==> src/rtl/i2s_capture_ctrl.sv <==
// I2S capture sequencer: receiver enable, start-up sample skip, channel filter, frame count, show-ahead FIFO.
// Optional watchdog (sticky timeout flag) when I2S_CAPTURE_TIMEOUT_EN is defined.
module i2s_capture_ctrl #(
    parameter int unsigned FIFO_DEPTH     = 16,
    parameter int unsigned DW             = 24,
    parameter int unsigned TIMEOUT_CYCLES = 65535
) (
    input  logic                            HCLK,
    input  logic                            HRESET,
    input  logic                            start,
    input  logic                            stop,
    input  logic [15:0]                     frame_len,
    input  logic [7:0]                      skip_cnt,
    input  logic [1:0]                      chan_sel,
    output logic                            i2s_en,
    input  logic [31:0]                     s_data,
    input  logic                            s_done,
    input  logic                            s_ws,
    input  logic                            fifo_rd,
    output logic [DW-1:0]                   fifo_rdata,
    output logic                            fifo_empty,
    output logic                            fifo_full,
    output logic [$clog2(FIFO_DEPTH):0]     fifo_level,
    output logic                            busy,
    output logic                            frame_done,
    output logic                            overrun,
    input  logic                            clr_ovr,
    output logic                            timeout
);

    localparam int unsigned AW = $clog2(FIFO_DEPTH);
    localparam int unsigned LW = AW + 1;

    typedef enum logic [1:0] {
        ST_IDLE    = 2'd0,
        ST_WARMUP  = 2'd1,
        ST_CAPTURE = 2'd2
    } state_e;

    state_e          state_q, state_d;
    logic [7:0]      skip_q, skip_d;
    logic [15:0]     count_q, count_d;
    logic [15:0]     flen_q, flen_d;
    logic [1:0]      csel_q, csel_d;
    logic [AW:0]     wr_ptr_q, wr_ptr_d;
    logic [AW:0]     rd_ptr_q, rd_ptr_d;
    logic [LW-1:0]   level_q, level_d;
    logic            empty_q, empty_d;
    logic            full_q, full_d;
    logic [DW-1:0]   rdata_q, rdata_d;
    logic            busy_q, busy_d;
    logic            frame_done_q, frame_done_d;
    logic            overrun_q, overrun_d;
    logic [DW-1:0]   mem [FIFO_DEPTH];

    logic            match_c;
    logic            push_c;
    logic            pop_c;
    logic            drop_c;
    logic [DW-1:0]   samp_c;
    logic [AW-1:0]   rd_nxt_addr_c;

`ifdef I2S_CAPTURE_TIMEOUT_EN
    logic [15:0]     wdog_q, wdog_d;
    logic            timeout_q, timeout_d;
`endif

    assign match_c       = s_done & (csel_q[1] | (s_ws == csel_q[0]));
    assign samp_c        = s_data[31 -: DW];
    assign pop_c         = fifo_rd & ~empty_q;
    assign rd_nxt_addr_c = rd_ptr_q[AW-1:0] + AW'(1);

    // Sequencer, FIFO pointer and flag next-state logic
    always_comb begin
        state_d      = state_q;
        skip_d       = skip_q;
        count_d      = count_q;
        flen_d       = flen_q;
        csel_d       = csel_q;
        frame_done_d = 1'b0;
        push_c       = 1'b0;
        drop_c       = 1'b0;
`ifdef I2S_CAPTURE_TIMEOUT_EN
        wdog_d       = wdog_q;
        timeout_d    = timeout_q;
`endif

        case (state_q)
            ST_IDLE: begin
                if (start && !stop) begin
                    skip_d  = skip_cnt;
                    count_d = '0;
                    flen_d  = frame_len;
                    csel_d  = chan_sel;
                    state_d = (skip_cnt == 8'd0) ? ST_CAPTURE : ST_WARMUP;
                end
            end
            ST_WARMUP: begin
                if (stop) begin
                    state_d = ST_IDLE;
                end else if (match_c) begin
                    skip_d = skip_q - 8'd1;
                    if (skip_q == 8'd1) begin
                        state_d = ST_CAPTURE;
                    end
                end
            end
            ST_CAPTURE: begin
                if (stop) begin
                    state_d = ST_IDLE;
                end else if (match_c) begin
                    // a dropped sample still occupies a frame slot
                    if (!full_q || fifo_rd) begin
                        push_c = 1'b1;
                    end else begin
                        drop_c = 1'b1;
                    end
                    count_d = count_q + 16'd1;
                    if ((flen_q != 16'd0) && (count_d == flen_q)) begin
                        frame_done_d = 1'b1;
                        state_d      = ST_IDLE;
                    end
                end
            end
            default: state_d = ST_IDLE;
        endcase

`ifdef I2S_CAPTURE_TIMEOUT_EN
        if (state_q == ST_IDLE) begin
            if (start && !stop) begin
                wdog_d    = '0;
                timeout_d = 1'b0;
            end
        end else if (s_done) begin
            wdog_d = '0;
        end else if (!stop && (wdog_q == 16'(TIMEOUT_CYCLES - 1))) begin
            timeout_d = 1'b1;
            state_d   = ST_IDLE;
        end else begin
            wdog_d = wdog_q + 16'd1;
        end
`endif

        busy_d    = (state_d != ST_IDLE);
        overrun_d = (overrun_q & ~clr_ovr) | drop_c;

        wr_ptr_d = wr_ptr_q + LW'(push_c);
        rd_ptr_d = rd_ptr_q + LW'(pop_c);
        level_d  = wr_ptr_d - rd_ptr_d;
        empty_d  = (wr_ptr_d == rd_ptr_d);
        full_d   = (wr_ptr_d[AW] != rd_ptr_d[AW]) && (wr_ptr_d[AW-1:0] == rd_ptr_d[AW-1:0]);

        // Head register: a push becomes the head only when nothing else would be left
        rdata_d = rdata_q;
        if (push_c && (empty_q || (pop_c && (level_q == LW'(1))))) begin
            rdata_d = samp_c;
        end else if (pop_c && (level_q > LW'(1))) begin
            rdata_d = mem[rd_nxt_addr_c];
        end
    end

    always_ff @(posedge HCLK or posedge HRESET) begin
        if (HRESET) begin
            state_q      <= ST_IDLE;
            skip_q       <= '0;
            count_q      <= '0;
            flen_q       <= '0;
            csel_q       <= '0;
            wr_ptr_q     <= '0;
            rd_ptr_q     <= '0;
            level_q      <= '0;
            empty_q      <= 1'b1;
            full_q       <= 1'b0;
            rdata_q      <= '0;
            busy_q       <= 1'b0;
            frame_done_q <= 1'b0;
            overrun_q    <= 1'b0;
        end else begin
            state_q      <= state_d;
            skip_q       <= skip_d;
            count_q      <= count_d;
            flen_q       <= flen_d;
            csel_q       <= csel_d;
            wr_ptr_q     <= wr_ptr_d;
            rd_ptr_q     <= rd_ptr_d;
            level_q      <= level_d;
            empty_q      <= empty_d;
            full_q       <= full_d;
            rdata_q      <= rdata_d;
            busy_q       <= busy_d;
            frame_done_q <= frame_done_d;
            overrun_q    <= overrun_d;
        end
    end

    // Storage array carries no reset; validity is tracked by the pointers
    always_ff @(posedge HCLK) begin
        if (push_c) begin
            mem[wr_ptr_q[AW-1:0]] <= samp_c;
        end
    end

`ifdef I2S_CAPTURE_TIMEOUT_EN
    always_ff @(posedge HCLK or posedge HRESET) begin
        if (HRESET) begin
            wdog_q    <= '0;
            timeout_q <= 1'b0;
        end else begin
            wdog_q    <= wdog_d;
            timeout_q <= timeout_d;
        end
    end

    assign timeout = timeout_q;
`else
    logic unused_timeout_cfg;
    assign unused_timeout_cfg = (TIMEOUT_CYCLES == 0);
    assign timeout            = 1'b0;
`endif

    generate
        if (DW < 32) begin : g_unused_lsbs
            logic unused_lsbs;
            assign unused_lsbs = ^s_data[31-DW:0];
        end
    endgenerate

    assign i2s_en     = busy_q;
    assign busy       = busy_q;
    assign fifo_rdata = rdata_q;
    assign fifo_empty = empty_q;
    assign fifo_full  = full_q;
    assign fifo_level = level_q;
    assign frame_done = frame_done_q;
    assign overrun    = overrun_q;

endmodule

==> config.mk <==
export PLATFORM = sky130hd
export DESIGN_NAME = i2s_capture_ctrl
export DESIGN_NICKNAME = d
export VERILOG_FILES = /design/src/rtl/i2s_capture_ctrl.sv
export SDC_FILE = /design/constraint.sdc
export NUM_CORES = 1
export LEC_CHECK = 0
export ABC_AREA = 1
export BUFFER_PORTS_ARGS = -buffer_cell sky130_fd_sc_hd__buf_2
export CELL_PAD_IN_SITES_DETAIL_PLACEMENT = 0
export CELL_PAD_IN_SITES_GLOBAL_PLACEMENT = 1
export CORE_MARGIN = 2
export CORE_UTILIZATION = 45
export DETAILED_ROUTE_END_ITERATION = 7
export HOLD_SLACK_MARGIN = 0.1
export PLACE_DENSITY = 0.75
export SLEW_MARGIN = 20
export SYNTH_ARGS = -nofsm -noshare
export SYNTH_HDL_FRONTEND = slang
export SYNTH_SLANG_ARGS = --single-unit
==> constraint.sdc <==
create_clock -name HCLK -period 5.5 [get_ports HCLK]
set_input_delay 0 -clock HCLK [delete_from_list [all_inputs] [get_ports HCLK]]
set_output_delay 0 -clock HCLK [all_outputs]
set_load 0.02 [all_outputs]
==> metrics.yaml, run 1 <==
run_status: "completed"
rsz_0062_raised_after_global_routing: "false"
yosysSeqAreaShare: 0.6912
num-fill-cells: 3755
synth_largest_area_cell: "edfxtp_1"
power_w: 0.01227
clock_tree.root_cell: "clkbuf_16"
placedInstanceArea_sq_um: 20920
crit_path_cell_trace: "ha_4 -> buf_12 -> o21ai_0 -> o211ai_1 -> o211ai_1 -> nand3_1 -> o211ai_1 -> nand2_1"
timing_worst_setup_path_type: "reg2reg"
area_growth_pct: 17.58
post_route_cells_drive_above_1_share: 0.1140
first_pass_iters: 5
yosys.area.top_type_share: 0.5803
clk_transition_reported_paths_ps: 60
boundaryPins: 102
timing.critical_path.from: "rd_ptr_q[0]"
post_synth_main_area_contributors: "edfxtp_1 (58%), dfrtp_1 (11%), nor2_1 (6.8%), o21ai_0 (6.2%), o211ai_1 (4.6%)"
via_count_of_the_first_global_routing_pass: 13340
worstPathRequired_ps: 6010
clock_insertion_delay_worst_skew_ps: 580
cap_violations: 0
ys_warn_count: 0
grt_max_degree: 114
fin_cells: 2498
grt_pass1_wl_um: 76040
routed_wire_length_per_instance_um: 19.48
slowest_delay_ps: 930
max_freq_ghz: 0.3136
fin_tns_setup_ps: 0
rows: 76
chipHeight_um: 214.1
die_x_um: 214.1
detail-route-antenna-nets: 0
postCtsSetupBuffers: 0
post-route-util: 0.5388
synth_nets: 1825
synthesized_instance_count: 1746
grt_antenna_before_repair: 1
skew_ps: 11.12
critical_path.reg2reg.startpoint: "rd_ptr_q[0]"
numPlacedInstances: 2338
design_area_sq_um: 23360
cts-htree-levels: 2
routabilityCongestion: 0.8103
syn-cell-area_sq_um: 19870
holdCritPathClass: "in2reg"
clock_sinks: 472
finalSetupViolations: 0
dieArea_sq_um: 45850
min_from: "s_ws"
cts_tree: "yes"
drt-total-wl_um: 48670
timing.critical_path.to_type: "flip-flop"
nNetsFinal: 1950
max-vdd-ir-drop_mv: 0.4641
cts-buffers-inserted: 50
cts_repair_resizes: 0
final_min_period_over_clock_period: 0.5798
clock_tree.buffer_depth: 3
cp_max_fo: 113
cp_common_cell: "o211ai_1"
timing_worst_slew_pin_value_ps: 1116
timing.final.hold_violations: 0
critPathSlowestCell: "ha_4"
route.vias.total: 13630
min_period_ps: 3189
slew_headroom: 0.2542
initial_utilization: 0.4582
globalRoute.totalOverflow: 0
coreArea_sq_um: 43360
timing.final.max_slew_violations: 0
power_leakage_nw: 8.365
post_drt_via_cell_ratio: 5.454
globalRouteTotalUtil: 0.2128
per_instance_average_area_after_synthesis_sq_um: 11.38
cp-start-kind: "flip-flop"
critical_path_arrival_ps: 3700
synth.distinct_cells: 36
pd_cells_nw_per_um2: 525.3
initialDrtViolationCount: 1251
route.detailed.drc: 0
synth_seq_cells: 472
detailed_place_hpwl_um: 25000
buffer_ports.inserted: 92
-- registers in the layout (all words and copies together), names as in the netlist --
register,cells
overrun,1
fifo_rdata,24
fifo_level,5
mem,384
skip_q,8
state_q,2
busy,1
count_q,16
fifo_empty,1
flen_q,16
wr_ptr_q,5
fifo_full,1
frame_done,1
csel_q,2
rd_ptr_q,5
-- path summary, 6_finish.rpt --
path | endpoint | slack [ps] | cells past startpoint
max in group asynchronous | rd_ptr_q[0] | 3660 | 5
worst min-delay path | state_q[0] | 160 | 9
worst min register to register | wr_ptr_q[4] | 490 | 1
min in group asynchronous | count_q[14] | 530 | 4
worst max register to register | fifo_rdata[20] | 2310 | 8
worst max-delay path | fifo_rdata[20] | 2310 | 8
-- where the power goes --
group	total [W]	switching, W	leakage [nW]	internal, W
Sequential	0.00424	0.000180	4.56	0.00406
Combinational	0.00451	0.00298	2.96	0.00153
Clock	0.00353	0.00138	0.846	0.00214
Total	0.0123	0.00454	8.36	0.00773
-- placed cells by master (no fill, tap or decap), types with 5 or more instances in the layout --
cell             n
edfxtp_1       384
o22ai_1         15
dfrtp_1         86
buf_4            9
xnor2_1          5
o211ai_1       123
o21ai_1         26
nand4_1         16
clkinv_1         5
xor2_1           7
nand3_1         93
buf_2           92
bufinv_16        7
nand2_1        177
o21ai_0        245
ha_1            11
clkbuf_16       53
nor2_1         343
dlygate4sd3_1   63
clkbuf_1        10
clkinv_2         9
nor2_4          17
inv_1           69
-- area by class of cell --
cell class	instances	area [sq um]	area share
Multi-Input combinational cell	1104	5583	0.2390
Tap cell	585	732.0	0.03133
Sequential cell	472	13740	0.5880
Clock buffer	67	1419	0.06073
Timing Repair Buffer	170	1294	0.05537
Inverter	73	279.0	0.01194
Clock inverter	26	316.6	0.01355
Antenna cell	1	2.502	0.0001071
-- metal layers --
| metal | vias to the layer above | track usage | share of wire |
|---|---|---|---|
| li1 | 6490 | - | - |
| met1 | 6654 | 0.3069 | 0.46 |
| met2 | 396 | 0.3359 | 0.46 |
| met3 | 83 | 0.03433 | 0.059 |
| met4 | 2 | 0.05926 | 0.022 |
| met5 | - | 0 | 0.00023 |
-- cell families (layout without fill, tap and decap cells) --
logic type	count (synthesis)	after routing	share of synthesized area
adders and majority gates	13	13	0.008564
AOI/OAI and AO/OA	420	420	0.1235
and+or+nand+nor	656	656	0.1336
xor gates and xnor gates	14	14	0.006549
other	1	2	0.0001887
buffers and inverters	170	336	0.03640
DFF	472	472	0.6912
-- synth_stat cells --
library cell and count:
buf_2 29, nand2_2 1, a21oi_4 1, nand2_4 1
buf_4 13, nor3_1 2, nand3b_1 1, clkbuf_1 47
nor2_1 359, inv_1 70, o21ai_0 245, nor2_2 3
a211oi_1 1, nand4_1 16, ha_1 12, a22oi_1 2
nand3_1 93, nand2_1 177, o22ai_1 15, o21ai_2 1
o211ai_1 123, nor4_1 2, a21oi_1 4, nor2_4 1
fa_1 1, xnor2_1 5, conb_1 1, dfrtp_1 87
edfxtp_1 384, dfstp_2 1, xor2_2 1, a31oi_1 2
inv_2 3, o21ai_1 26, xor2_1 8, buf_1 8
-- worst max-delay path: cells and delay by family (launching register included) --
kind / cells / cell delay [ps]
fa+ha+maj: 1 / 930
compound gates: 4 / 700
flops: 1 / 660
buf+inv: 1 / 450
simple gates: 2 / 260
-- what timing repair did --
item,CTS,global route
hold endpoints to repair,533,0
hold buffers,63,0
setup endpoints to repair,0,0
-- through the flow --
step	setup slack [ps]	hold slack (ps)
6_report	2311	159.8
5_1_grt	2097	178.8
4_1_cts	2324	119.0
3_5_place_dp	2336	10.43
3_3_place_gp	2331	6.397
2_1_floorplan	2942	98.87
Power figures use the tool's default switching activity.
==> run 2: changes to the inputs <==
PLACE_DENSITY = 0.78   (was 0.75)
clock period = 2.9 ns   (was 5.5 ns; I/O delays follow)
==> run 2 against run 1 <==
Net effect:
- sequential power increased by 89%
- critical path depth increased by 4
- flip-flop and latch count unchanged
- first-iteration DRC count up 7.7%
- total power is 89% higher
- combinational power up 97%
- clock power rose by 79%
- fmax rose by 19%
- count of clock-buffer cells in the layout grew 3
- final cell count increased by 1.2%
- setup slack worse by 2100 ps
- wire length is 0.38% lower
- largest cell class unchanged
- largest power group unchanged
==> metrics.yaml, run 2 (synthesis gave the netlist of run 1 again) <==
use_met1: 0.3024
timing.final.hold_violations: 0
rsz_0062_raised_after_global_routing: "false"
numPlacedInstances: 2375
placedInstanceArea_sq_um: 21360
critPathBufInv: 1
chipHeight_um: 214.1
detailed_place_hpwl_um: 27780
run_status: "completed"
finalSetupViolations: 0
pd_cells_nw_per_um2: 984.0
fin_tns_setup_ps: 0
timing_worst_setup_path_type: "reg2reg"
cp-start-kind: "flip-flop"
nNetsFinal: 1983
timing.critical_path.to_type: "flip-flop"
largest_reg_flops: 384
cp_common_cell: "nand3_1"
cap_violations: 0
clk_transition_reported_paths_ps: 60
num-fill-cells: 3687
area_growth_pct: 18.90
grt_max_degree: 103
cp_top_family: "simple AND/OR/NAND/NOR gates"
coreArea_sq_um: 43360
critPathSlowestCell: "dlygate4sd3_1"
fin_cells: 2528
route.detailed.drc: 0
routed_wire_length_per_instance_um: 19.18
slew_headroom: 0.5648
clock_tree.buffer_depth: 3
initial_utilization: 0.4582
use_met2: 0.3384
grt.busiest_layer: "met2"
post_drt_via_cell_ratio: 5.472
holdCritPathClass: "in2reg"
grt_antenna_before_repair: 0
max_freq_ghz: 0.3746
grt_pass1_wl_um: 76360
cp_max_fo: 6
rows: 76
post-place-ws_ps: 222.8
initialDrtViolationCount: 1347
drt-total-wl_um: 48490
min_period_ps: 2669
cts-htree-levels: 2
route.vias.total: 13830
finalWorstSetupSlack_ps: 230.6
die_x_um: 214.1
detail-route-antenna-nets: 0
buffer_ports.inserted: 92
insertedDiodeCount: 0
globalRouteTotalUtil: 0.2114
globalRoute.totalOverflow: 0
first_pass_iters: 5
worstPathRequired_ps: 3410
boundaryPins: 102
final_common_cell: "edfxtp_1"
final_min_period_over_clock_period: 0.9205
layout_common_cells: "edfxtp_1 (384), nor2_1 (342), o21ai_0 (245)"
design_area_sq_um: 23630
cts_tree: "yes"
slowest_delay_ps: 560
routabilityCongestion: 0.8130
power_leakage_nw: 8.525
post_route_cells_drive_above_1_share: 0.1266
timing.final.max_slew_violations: 0
crit_path_cell_trace: "ha_1 -> nand3_1 -> nor2_2 -> nand3_1 -> nand2_1 -> nand3_1 -> nand2_1 -> nand2_1 -> nor2_1 -> nand3_1 -> nor2_1 -> dlygate4sd3_1"
timing_worst_slew_pin_value_ps: 651.8
clock_sinks: 472
clock_insertion_delay_worst_skew_ps: 580
dieArea_sq_um: 45850
post-route-util: 0.5448
cts-buffers-inserted: 49
max-vdd-ir-drop_mv: 0.7480
via_count_of_the_first_global_routing_pass: 13730
skew_ps: 20.36
grt_use_met3: 0.03092
clock_tree.root_cell: "clkbuf_16"
critical_path_arrival_ps: 3180
run 2: stage by stage:
step	total power (W)	hold slack [ps]
floorplan	0.01429	98.87
global placement	0.01682	59.84
detailed placement	0.01696	51.08
CTS	0.02339	135.9
global route	0.02475	198.7
finish	0.02325	168.9
run 2: layout make-up:
cell class	instances	area [sq um]	area share
sequential	472	13740	0.5815
inverter	73	279.0	0.01181
clock inverter	20	235.2	0.009957
clock buffer	70	1396	0.05910
multi-input combinational	1104	5585	0.2364
timing repair buffer	204	1659	0.07023
tap	585	732.0	0.03098
run 2: timing repair:
item / CTS / global route
setup endpoints to repair: 0 / 1
endpoints found under the hold margin: 531 / 0
hold buffers: 63 / 0
gates resized for setup: 0 / 1
buffers inserted: 0 / 0
run 2: per-layer routing:
layer  share of wire  wire length, um
met1            0.46            22330
met2            0.47            22740
met3           0.052             2519
met4           0.018              890
met5               0                0
run 2: tightest hold or removal path, stage by stage:
cell and delay (ps):
dlygate4sd3_1 520, buf_2 90, nand2_1 40, o21ai_0 50
run 2: where the power goes:
| part | internal (W) | switching (W) | leakage [nW] |
|---|---|---|---|
| combinational | 0.00315 | 0.00574 | 3.17 |
| clock | 0.00379 | 0.00254 | 0.795 |
| sequential | 0.00770 | 0.000318 | 4.56 |
| total | 0.0146 | 0.00860 | 8.52 |
run 2: final timing paths:
| kind | startpoint | endpoint | slack [ps] | cells after the start |
|---|---|---|---|---|
| worst max-delay path | count_q[0] | frame_done | 230 | 12 |
| worst min-delay path | frame_len[15] | flen_q[15] | 170 | 4 |
| worst max register to register | count_q[0] | frame_done | 230 | 12 |
| worst min register to register | rd_ptr_q[4] | rd_ptr_q[4] | 490 | 1 |
| max in group asynchronous | HRESET | csel_q[1] | 1630 | 5 |
| min in group asynchronous | HRESET | flen_q[12] | 580 | 4 |
